## src/rtl/mem_stage.sv

```systemverilog
//------------------------------------------------------------------------------
// Module      : mem_stage
// Description : RV32I memory-access stage. Issues loads/stores on a req/gnt/
//               rvalid data bus and emits one registered writeback record per
//               accepted instruction.
// Revision    : 1.0 - initial release
//------------------------------------------------------------------------------
`default_nettype none

module mem_stage #(
  parameter int          ADDR_W   = 32,
  parameter logic [31:0] RESET_PC = 32'h0000_0000
) (
  input  logic              clk,
  input  logic              rst_n,
  input  logic              ex_valid,
  output logic              ex_ready,
  input  logic [31:0]       ex_result,
  input  logic [31:0]       ex_store_data,
  input  logic              ex_wr_reg_en,
  input  logic [4:0]        ex_wr_reg_addr,
  input  logic [31:0]       ex_pc,
  input  logic [31:0]       ex_inst,
  output logic              dmem_req,
  output logic              dmem_we,
  output logic [ADDR_W-1:0] dmem_addr,
  output logic [31:0]       dmem_wdata,
  output logic [3:0]        dmem_be,
  input  logic              dmem_gnt,
  input  logic              dmem_rvalid,
  input  logic [31:0]       dmem_rdata,
  output logic              wb_valid,
  output logic              wb_wr_reg_en,
  output logic [4:0]        wb_wr_reg_addr,
  output logic [31:0]       wb_wdata,
  output logic [31:0]       wb_pc,
  output logic [31:0]       wb_inst,
  output logic              misalign_o
);

  localparam logic [6:0] c_op_load  = 7'b0000011;
  localparam logic [6:0] c_op_store = 7'b0100011;

  typedef enum logic [1:0] {
    ST_IDLE = 2'd0,
    ST_REQ  = 2'd1,
    ST_RESP = 2'd2
  } state_t;

  state_t r_state;
  state_t w_state_next;

  // Instruction context captured on accept, used when the bus op completes
  logic [31:0] r_result;
  logic        r_wr_reg_en;
  logic [4:0]  r_rd;
  logic [31:0] r_pc;
  logic [31:0] r_inst;
  logic [2:0]  r_funct3;
  logic [1:0]  r_k;

  // Decode of the incoming instruction
  logic [2:0]  w_funct3;
  logic        w_is_load;
  logic        w_is_store;
  logic        w_load_ok;
  logic        w_store_ok;
  logic        w_misal;
  logic        w_fault;
  logic        w_mem;
  logic        w_accept;
  logic [3:0]  w_be;
  logic [31:0] w_lane_wdata;
  logic [31:0] w_shifted;
  logic [31:0] w_load_data;

  // Writeback selection
  logic        w_wb_fire;
  logic        w_wb_use_ex;
  logic        w_wb_en;
  logic        w_wb_fault;
  logic [31:0] w_wb_data;

  assign w_funct3   = ex_inst[14:12];
  assign w_is_load  = (ex_inst[6:0] == c_op_load);
  assign w_is_store = (ex_inst[6:0] == c_op_store);
  assign w_load_ok  = (w_funct3 == 3'b000) || (w_funct3 == 3'b001) || (w_funct3 == 3'b010) ||
                      (w_funct3 == 3'b100) || (w_funct3 == 3'b101);
  assign w_store_ok = (w_funct3 == 3'b000) || (w_funct3 == 3'b001) || (w_funct3 == 3'b010);
  assign w_misal    = ((w_funct3[1:0] == 2'b01) && ex_result[0]) ||
                      ((w_funct3[1:0] == 2'b10) && (ex_result[1:0] != 2'b00));
  assign w_fault    = (w_is_load  && (!w_load_ok  || w_misal)) ||
                      (w_is_store && (!w_store_ok || w_misal));
  assign w_mem      = (w_is_load || w_is_store) && !w_fault;
  assign ex_ready   = (r_state == ST_IDLE);
  assign w_accept   = ex_valid && ex_ready;

  always_comb begin
    w_be         = 4'b1111;
    w_lane_wdata = ex_store_data;
    case (w_funct3[1:0])
      2'b00: begin
        w_be         = 4'b0001 << ex_result[1:0];
        w_lane_wdata = {4{ex_store_data[7:0]}};
      end
      2'b01: begin
        w_be         = ex_result[1] ? 4'b1100 : 4'b0011;
        w_lane_wdata = {2{ex_store_data[15:0]}};
      end
      default: begin
        w_be         = 4'b1111;
        w_lane_wdata = ex_store_data;
      end
    endcase
  end

  assign w_shifted = dmem_rdata >> {r_k, 3'b000};

  always_comb begin
    w_load_data = dmem_rdata;
    case (r_funct3)
      3'b000:  w_load_data = {{24{w_shifted[7]}}, w_shifted[7:0]};
      3'b100:  w_load_data = {24'h0, w_shifted[7:0]};
      3'b001:  w_load_data = {{16{w_shifted[15]}}, w_shifted[15:0]};
      3'b101:  w_load_data = {16'h0, w_shifted[15:0]};
      default: w_load_data = dmem_rdata;
    endcase
  end

  always_ff @(posedge clk) begin
    if (!rst_n) r_state <= ST_IDLE;
    else        r_state <= w_state_next;
  end

  always_comb begin
    w_state_next = r_state;
    w_wb_fire    = 1'b0;
    w_wb_use_ex  = 1'b0;
    w_wb_en      = 1'b0;
    w_wb_fault   = 1'b0;
    w_wb_data    = r_result;
    case (r_state)
      ST_IDLE: begin
        if (ex_valid) begin
          if (w_mem) begin
            w_state_next = ST_REQ;
          end else begin
            w_wb_fire   = 1'b1;
            w_wb_use_ex = 1'b1;
            w_wb_fault  = w_fault;
            w_wb_en     = ex_wr_reg_en && !w_fault;
            w_wb_data   = ex_result;
          end
        end
      end
      ST_REQ: begin
        if (dmem_gnt) begin
          if (dmem_we) begin
            w_state_next = ST_IDLE;
            w_wb_fire    = 1'b1;
          end else begin
            w_state_next = ST_RESP;
          end
        end
      end
      ST_RESP: begin
        if (dmem_rvalid) begin
          w_state_next = ST_IDLE;
          w_wb_fire    = 1'b1;
          w_wb_en      = r_wr_reg_en;
          w_wb_data    = w_load_data;
        end
      end
      default: w_state_next = ST_IDLE;
    endcase
  end

  always_ff @(posedge clk) begin
    if (!rst_n) begin
      dmem_req       <= 1'b0;
      dmem_we        <= 1'b0;
      dmem_addr      <= '0;
      dmem_wdata     <= 32'h0;
      dmem_be        <= 4'b0000;
      wb_valid       <= 1'b0;
      wb_wr_reg_en   <= 1'b0;
      wb_wr_reg_addr <= 5'd0;
      wb_wdata       <= 32'h0;
      wb_pc          <= RESET_PC;
      wb_inst        <= 32'h0;
      misalign_o     <= 1'b0;
      r_result       <= 32'h0;
      r_wr_reg_en    <= 1'b0;
      r_rd           <= 5'd0;
      r_pc           <= 32'h0;
      r_inst         <= 32'h0;
      r_funct3       <= 3'b000;
      r_k            <= 2'b00;
    end else begin
      wb_valid   <= w_wb_fire;
      misalign_o <= w_wb_fire && w_wb_fault;

      if (w_wb_fire) begin
        wb_wr_reg_en   <= w_wb_en;
        wb_wdata       <= w_wb_data;
        wb_wr_reg_addr <= w_wb_use_ex ? ex_wr_reg_addr : r_rd;
        wb_pc          <= w_wb_use_ex ? ex_pc : r_pc;
        wb_inst        <= w_wb_use_ex ? ex_inst : r_inst;
      end

      if (w_accept) begin
        r_result    <= ex_result;
        r_wr_reg_en <= ex_wr_reg_en;
        r_rd        <= ex_wr_reg_addr;
        r_pc        <= ex_pc;
        r_inst      <= ex_inst;
        r_funct3    <= w_funct3;
        r_k         <= ex_result[1:0];
      end

      // Bus fields stay frozen from accept through the grant cycle
      if (w_accept && w_mem) begin
        dmem_req   <= 1'b1;
        dmem_we    <= w_is_store;
        dmem_addr  <= {ex_result[ADDR_W-1:2], 2'b00};
        dmem_wdata <= w_lane_wdata;
        dmem_be    <= w_is_store ? w_be : 4'b0000;
      end else if ((r_state == ST_REQ) && dmem_gnt) begin
        dmem_req <= 1'b0;
      end
    end
  end

endmodule

`default_nettype wire

```

## config.mk

```make
export PLATFORM = sky130hd
export DESIGN_NAME = mem_stage
export DESIGN_NICKNAME = d
export VERILOG_FILES = /design/src/rtl/mem_stage.sv
export SDC_FILE = /design/constraint.sdc
export NUM_CORES = 1
export LEC_CHECK = 0
export ABC_AREA = 1
export CORE_MARGIN = 2
export CORE_UTILIZATION = 48
export DETAILED_ROUTE_END_ITERATION = 12
export PLACE_DENSITY_LB_ADDON = 0.12
export SYNTH_ARGS = -nofsm -noshare
export SYNTH_HDL_FRONTEND = slang
export SYNTH_SLANG_ARGS = --single-unit
```

## constraint.sdc

```tcl
create_clock -name clk -period 1.98 [get_ports clk]
set_input_delay 0.396 -clock clk [delete_from_list [all_inputs] [get_ports clk]]
set_output_delay 0.396 -clock clk [all_outputs]
set_load 0.05 [all_outputs]
```

* Yosys cells after proc, flatten, opt, wreduce, memory -nomap -nowiden
Index checks and enable logic that the tools add are counted.
Widths: inputs -> output; s select.
** Cells by class
- Reductions and logical operators :: 29
- Shift operators :: 2
- Muxes and demuxes :: 34
- Equality and inequality tests :: 17
** Operator list (count)
- $mux 32 :: 5
- $pmux 32 s2 :: 2
- $pmux 32 s4 :: 1
- $shr 32x5->16 :: 1
- $mux 1 :: 14
- $eq 3x3->1 const B :: 4
- $logic_and 1x1->1 :: 10
- $mux 2 :: 5
- $logic_or 1x1->1 :: 9
- $mux 4 :: 2
- $pmux 4 s2 :: 1
- $eq 7x2->1 const B :: 1
- $eq 7x6->1 const B :: 1
- $eq 3x1->1 const B :: 2
- $logic_not 3->1 :: 2
- $ne 2x2->1 const B :: 3
- $pmux 2 s3 :: 1
- $mux 5 :: 1
- $eq 2x1->1 const B :: 2
- $eq 2x2->1 const B :: 2
- $logic_not 2->1 :: 2
- $reduce_and 4->1 :: 1
- $reduce_bool 2->1 :: 2
- $shl 1x2->4 const A :: 1
- other kinds (5) :: 7
** Storage, ports and cells
- Bits of input ports :: 171
- Output and inout port bits :: 175
- Bits in registers :: 281

* Depth between registers and ports, before layout
- Depth after elaboration :: 15
- Gate-level depth with buffers :: 15
- Gate-level depth less buffers :: 12

* Worst setup path after synthesis
No wires, ideal clock.
- Path type :: reg2reg
- From :: reg r_state[1]
- To :: reg dmem_addr[13]
- Library setup time :: 0.132 ns
- Period minus slack after synthesis :: 1.836 ns
- Arrival :: 1.703 ns
- Cell stages (with the launch flop) :: 11
- Setup slack :: 0.144 ns
- Path buffers :: 2
- Cells stage by stage :: dfxtp_1 > nor2_4 > inv_2 > nor2_8 > inv_2 > nor2_4 > inv_2 > buf_4 > buf_2 > nand2_1 > a21oi_1
** On the way
- Word-level cells in the longest chain between the ends :: 3
** RTL lines
- start, declared :: RTL line 50 : state_t r_state;
- start signal, assigned :: RTL line 132 : else r_state <= w_state_next;
- $logic_not 2->1 :: RTL line 95 : assign ex_ready = (r_state == ST_IDLE);
- named net ex_ready :: RTL line 17 : output logic ex_ready,
- $logic_and 1x1->1 :: RTL line 96 : assign w_accept = ex_valid && ex_ready;
- $logic_and 1x1->1 :: RTL line 222 : if (w_accept && w_mem) begin
- end signal, assigned :: RTL line 225 : dmem_addr <= {ex_result[ADDR_W-1:2], 2'b00};
- end, declared :: RTL line 26 : output logic [ADDR_W-1:0] dmem_addr,
The timed path passes the listed nets, and every way through them passes these cells.
A chain may end at the register's enable or synchronous reset.

* Worst setup path in the final report
- From :: in ex_inst[1]
- To :: reg wb_pc[27]
** On the way
- Word-level cells in the longest chain between the ends :: 9
** RTL lines
- start, declared :: RTL line 23 : input logic [31:0] ex_inst,
- $eq 7x2->1 / $eq 7x6->1 (equally long branches) :: RTL line 85, 86
- $logic_and 1x1->1, on equally long branches :: RTL line 92, 93
- $logic_or 1x1->1 :: RTL line 92 : assign w_fault = (w_is_load && (!w_load_ok || w_misal)) ||
- $logic_not 1->1 :: RTL line 94 : assign w_mem = (w_is_load || w_is_store) && !w_fault;
- $logic_and 1x1->1 * :: RTL line 94
- $mux 1 * :: RTL line 145 : if (w_mem) begin
- $mux 1 * :: RTL line 144 : if (ex_valid) begin
- $mux 1 :: RTL line 142 : case (r_state)
- $mux 32 :: RTL line 207 : wb_pc <= w_wb_use_ex ? ex_pc : r_pc;
- end signal, assigned :: RTL line 207
- end, declared :: RTL line 36 : output logic [31:0] wb_pc,
Mark *: on every way between the ends. The rest lies on a longest branch, timed or not.

==> results.ini <==
[timing]
clock_skew_ns=0.0147
holdWs_ns=0.223
rsz0062_at_grt=false
fmax_mhz=523
setup_ws_ns=0.0672
min_period_over_period_pct=96.6
finalHoldViolations=0
fin_crit_ns=1.91
drv_slew=0
setup_viol=0
slew_headroom_pct=59.9
worst_pin_slew_ns=0.601

[critical_path]
cp_max_fo=28
r2r_end=r_result[17]
reg2reg_depth=8
worstPathArrival_ns=2.36
r2r-start=r_state[0]
path_buf_inv=4
slowest_delay_ns=0.50
cp.required_ns=2.42
cp_cell_sequence=clkdlybuf4s50_1 -> nand2_1 -> inv_1 -> nand3_1 -> nor2_1 -> nand2_2 -> nand2_4 -> nand2_4 -> nand2_4 -> inv_2 -> buf_12 -> nor2_1 -> nor2_1
cp_slowest_cell=clkdlybuf4s50_1
end_kind=flip-flop
startpoint_type=input pin
critPathKind=in2reg
r2r_setup_slack_ns=0.15
cp_top_family=simple AND/OR/NAND/NOR gates

[synth]
ys.warnings.count=0
synth_area_per_cell_um2=6.90
netlist_instances=1776
mappedNetlistArea_um2=12200
synth_most_common_cell=nand2_1
synth_top_area_share_pct=45.1
synth-main-ff-cell=dfxtp_1
synth_edf_count=0
yosysTopAreaCell=dfxtp_1
ys_types=31
synth.area.top_cells=dfxtp_1 (45%), nand2_1 (16%), a21oi_1 (9.6%), o21ai_0 (7.4%), nor2_1 (4.6%)
ys_ff_latch=276
async_flop_share_pct=0
synth_common_cells=nand2_1 (537), dfxtp_1 (276), a21oi_1 (236)
yosysSeqAreaShare_pct=45.1

[placed_design]
io_buffers=343
place_area_um2=16400
gp_congestion=0.924
placed_cells=2413
dp_slack_ns=-0.448
dpl.hpwl_um=27900

[drt]
ant_nets=0
wl_per_cell_um=16.6
vias=13300
drt-initial-drc-count=1307
viasPerCell=5.39
drc=0
drt-pass1-iter-count=6
wl_um=41100

[die]
die_x_um=164
io_pins=346
chipHeight_um=164
initial_core_util_pct=48.8
dieArea_um2=26800
core-area_um2=25100
num_rows=58

[global_route]
first_global_vias=12500
antenna_found_initial=2
grt_usage_pct=29.5
grt_pass1_wl_um=64300
grt_max_degree=103
grt-ovfl-total=0

[final_layout]
layout.nets=2287
fin_cells=2470
layout-drive-gt1-share_pct=9.86
design_area_um2=17300
areaGrowthSynthToFinish_pct=40.9

[clock_network]
hold_buffers=0
cts_tree=done
clkTransAtPathRegs_ns=0.06
cts_buffer_depth=3
clkLatencyLatePin_ns=0.56
cts_made_buffers=30
clock-sinks=276
cts-root-buf=clkbuf_16
h-tree-depth=1

[status]
status=completed

[hold_path]
whs_endpoint=dmem_req
min_from=rst_n
hp-class=in2reg
hold_depth=3

[run]
maxCapViolCount=0

[pwr]
leakagePower_nw=7.58
peakVddDrop_uv=877
power.density_nw_per_um2=824

-- logic make-up after synthesis --
family	count (synthesis)	synth area share, %
DFF	276	45.1
other	1	0.0306
AOI/OAI and AO/OA	489	21.0
and+or+nand+nor	795	26.1
buffers and inverters	215	7.74
-- layout make-up --
class | instances | area (um^2)
Antenna cell | 1 | 2.50
Clock buffer | 43 | 860
Clock inverter | 12 | 155
Fill cell | 2198 | 7850
Inverter | 78 | 297
Multi-Input combinational cell | 1286 | 5800
Sequential cell | 276 | 5530
Tap cell | 330 | 413
Timing Repair Buffer | 444 | 4210
-- repair_timing --
item                       CTS  global route
setup endpoints to repair  134            70
pin swaps                    0             1
gates cloned                 0             0
gates resized for setup    134             3
setup buffers                0             1
-- through the flow --
| step | util, % | total power, W | setup TNS, ns |
|---|---|---|---|
| after floorplan | - | 0.00756 | 0 |
| after global placement | 65.3 | 0.00864 | -56.55 |
| after detailed placement | 65.3 | 0.00867 | -64.70 |
| after CTS | 68.7 | 0.0143 | 0 |
| after global routing | 68.7 | 0.0147 | 0 |
| final | 68.7 | 0.0142 | 0 |
-- power breakdown --
group	switching [W]	leakage (nW)	internal, W
clock	0.00233	0.495	0.00341
combinational	0.00158	4.81	0.000937
sequential	0.000147	2.27	0.00584
-- worst reg2reg max path, cell delays in order, from the launching register on --
cell,delay [ns]
dfxtp_1,0.45
nor2_4,0.08
inv_2,0.14
nor2_8,0.05
clkinv_2,0.06
buf_4,0.29
buf_4,0.40
nand2_1,0.12
a21oi_1,0.16
-- worst max path at each step --
stage	from	depth (start not counted)	slack, ns	endpoint
after floorplan	r_state[1]	10	0.14	dmem_addr[13]
after global placement	ex_inst[4]	12	-0.40	wb_wdata[7]
after detailed placement	ex_inst[4]	12	-0.45	wb_wdata[0]
after CTS	ex_inst[4]	12	0.05	wb_pc[27]
after global routing	ex_inst[4]	12	0.002	wb_inst[18]
final	ex_inst[1]	13	0.07	wb_pc[27]
-- metal layers --
| layer | vias up | wire (um) | global-route usage (%) |
|---|---|---|---|
| met5 | - | 13 | 0 |
| met3 | 87 | 3600 | 5.25 |
| met2 | 580 | 18900 | 48.4 |
| met4 | 2 | 1280 | 10.3 |
| met1 | 6126 | 17300 | 39.2 |
| li1 | 6518 | - | - |
-- flip-flops by register name, summed over array words and instances, names as in the netlist --
name            flops
r_inst             32
dmem_addr          30
r_pc               32
dmem_wdata         32
dmem_be             4
r_result           32
r_rd                5
misalign_o          1
wb_wr_reg_addr      5
dmem_we             1
wb_wdata           32
r_state             2
r_wr_reg_en         1
dmem_req            1
wb_wr_reg_en        1
wb_pc              32
wb_inst            32
wb_valid            1
-- placed cells by master, fill, tap and decap left out, types with 2 or more instances in the layout --
cell type / n
conb_1: 2
nand2_2: 3
nand3_1: 66
clkdlybuf4s50_1: 169
nand3b_1: 3
clkbuf_16: 30
o21ai_1: 22
buf_4: 118
a21boi_0: 4
nand2_4: 3
inv_1: 68
buf_12: 23
nor2_1: 148
clkinvlp_4: 2
o22ai_1: 5
inv_2: 7
a21oi_1: 236
o21ai_0: 180
nand4_1: 24
clkbuf_8: 6
nand2_1: 537
bufinv_16: 3
dlygate4sd2_1: 134
clkbuf_1: 7
o211ai_1: 33
clkinv_2: 6
nor2_2: 3
nor3_1: 3
a22oi_1: 7
nor2_4: 3
dfxtp_1: 276
Note: power is estimated with default switching activity, not from simulation.
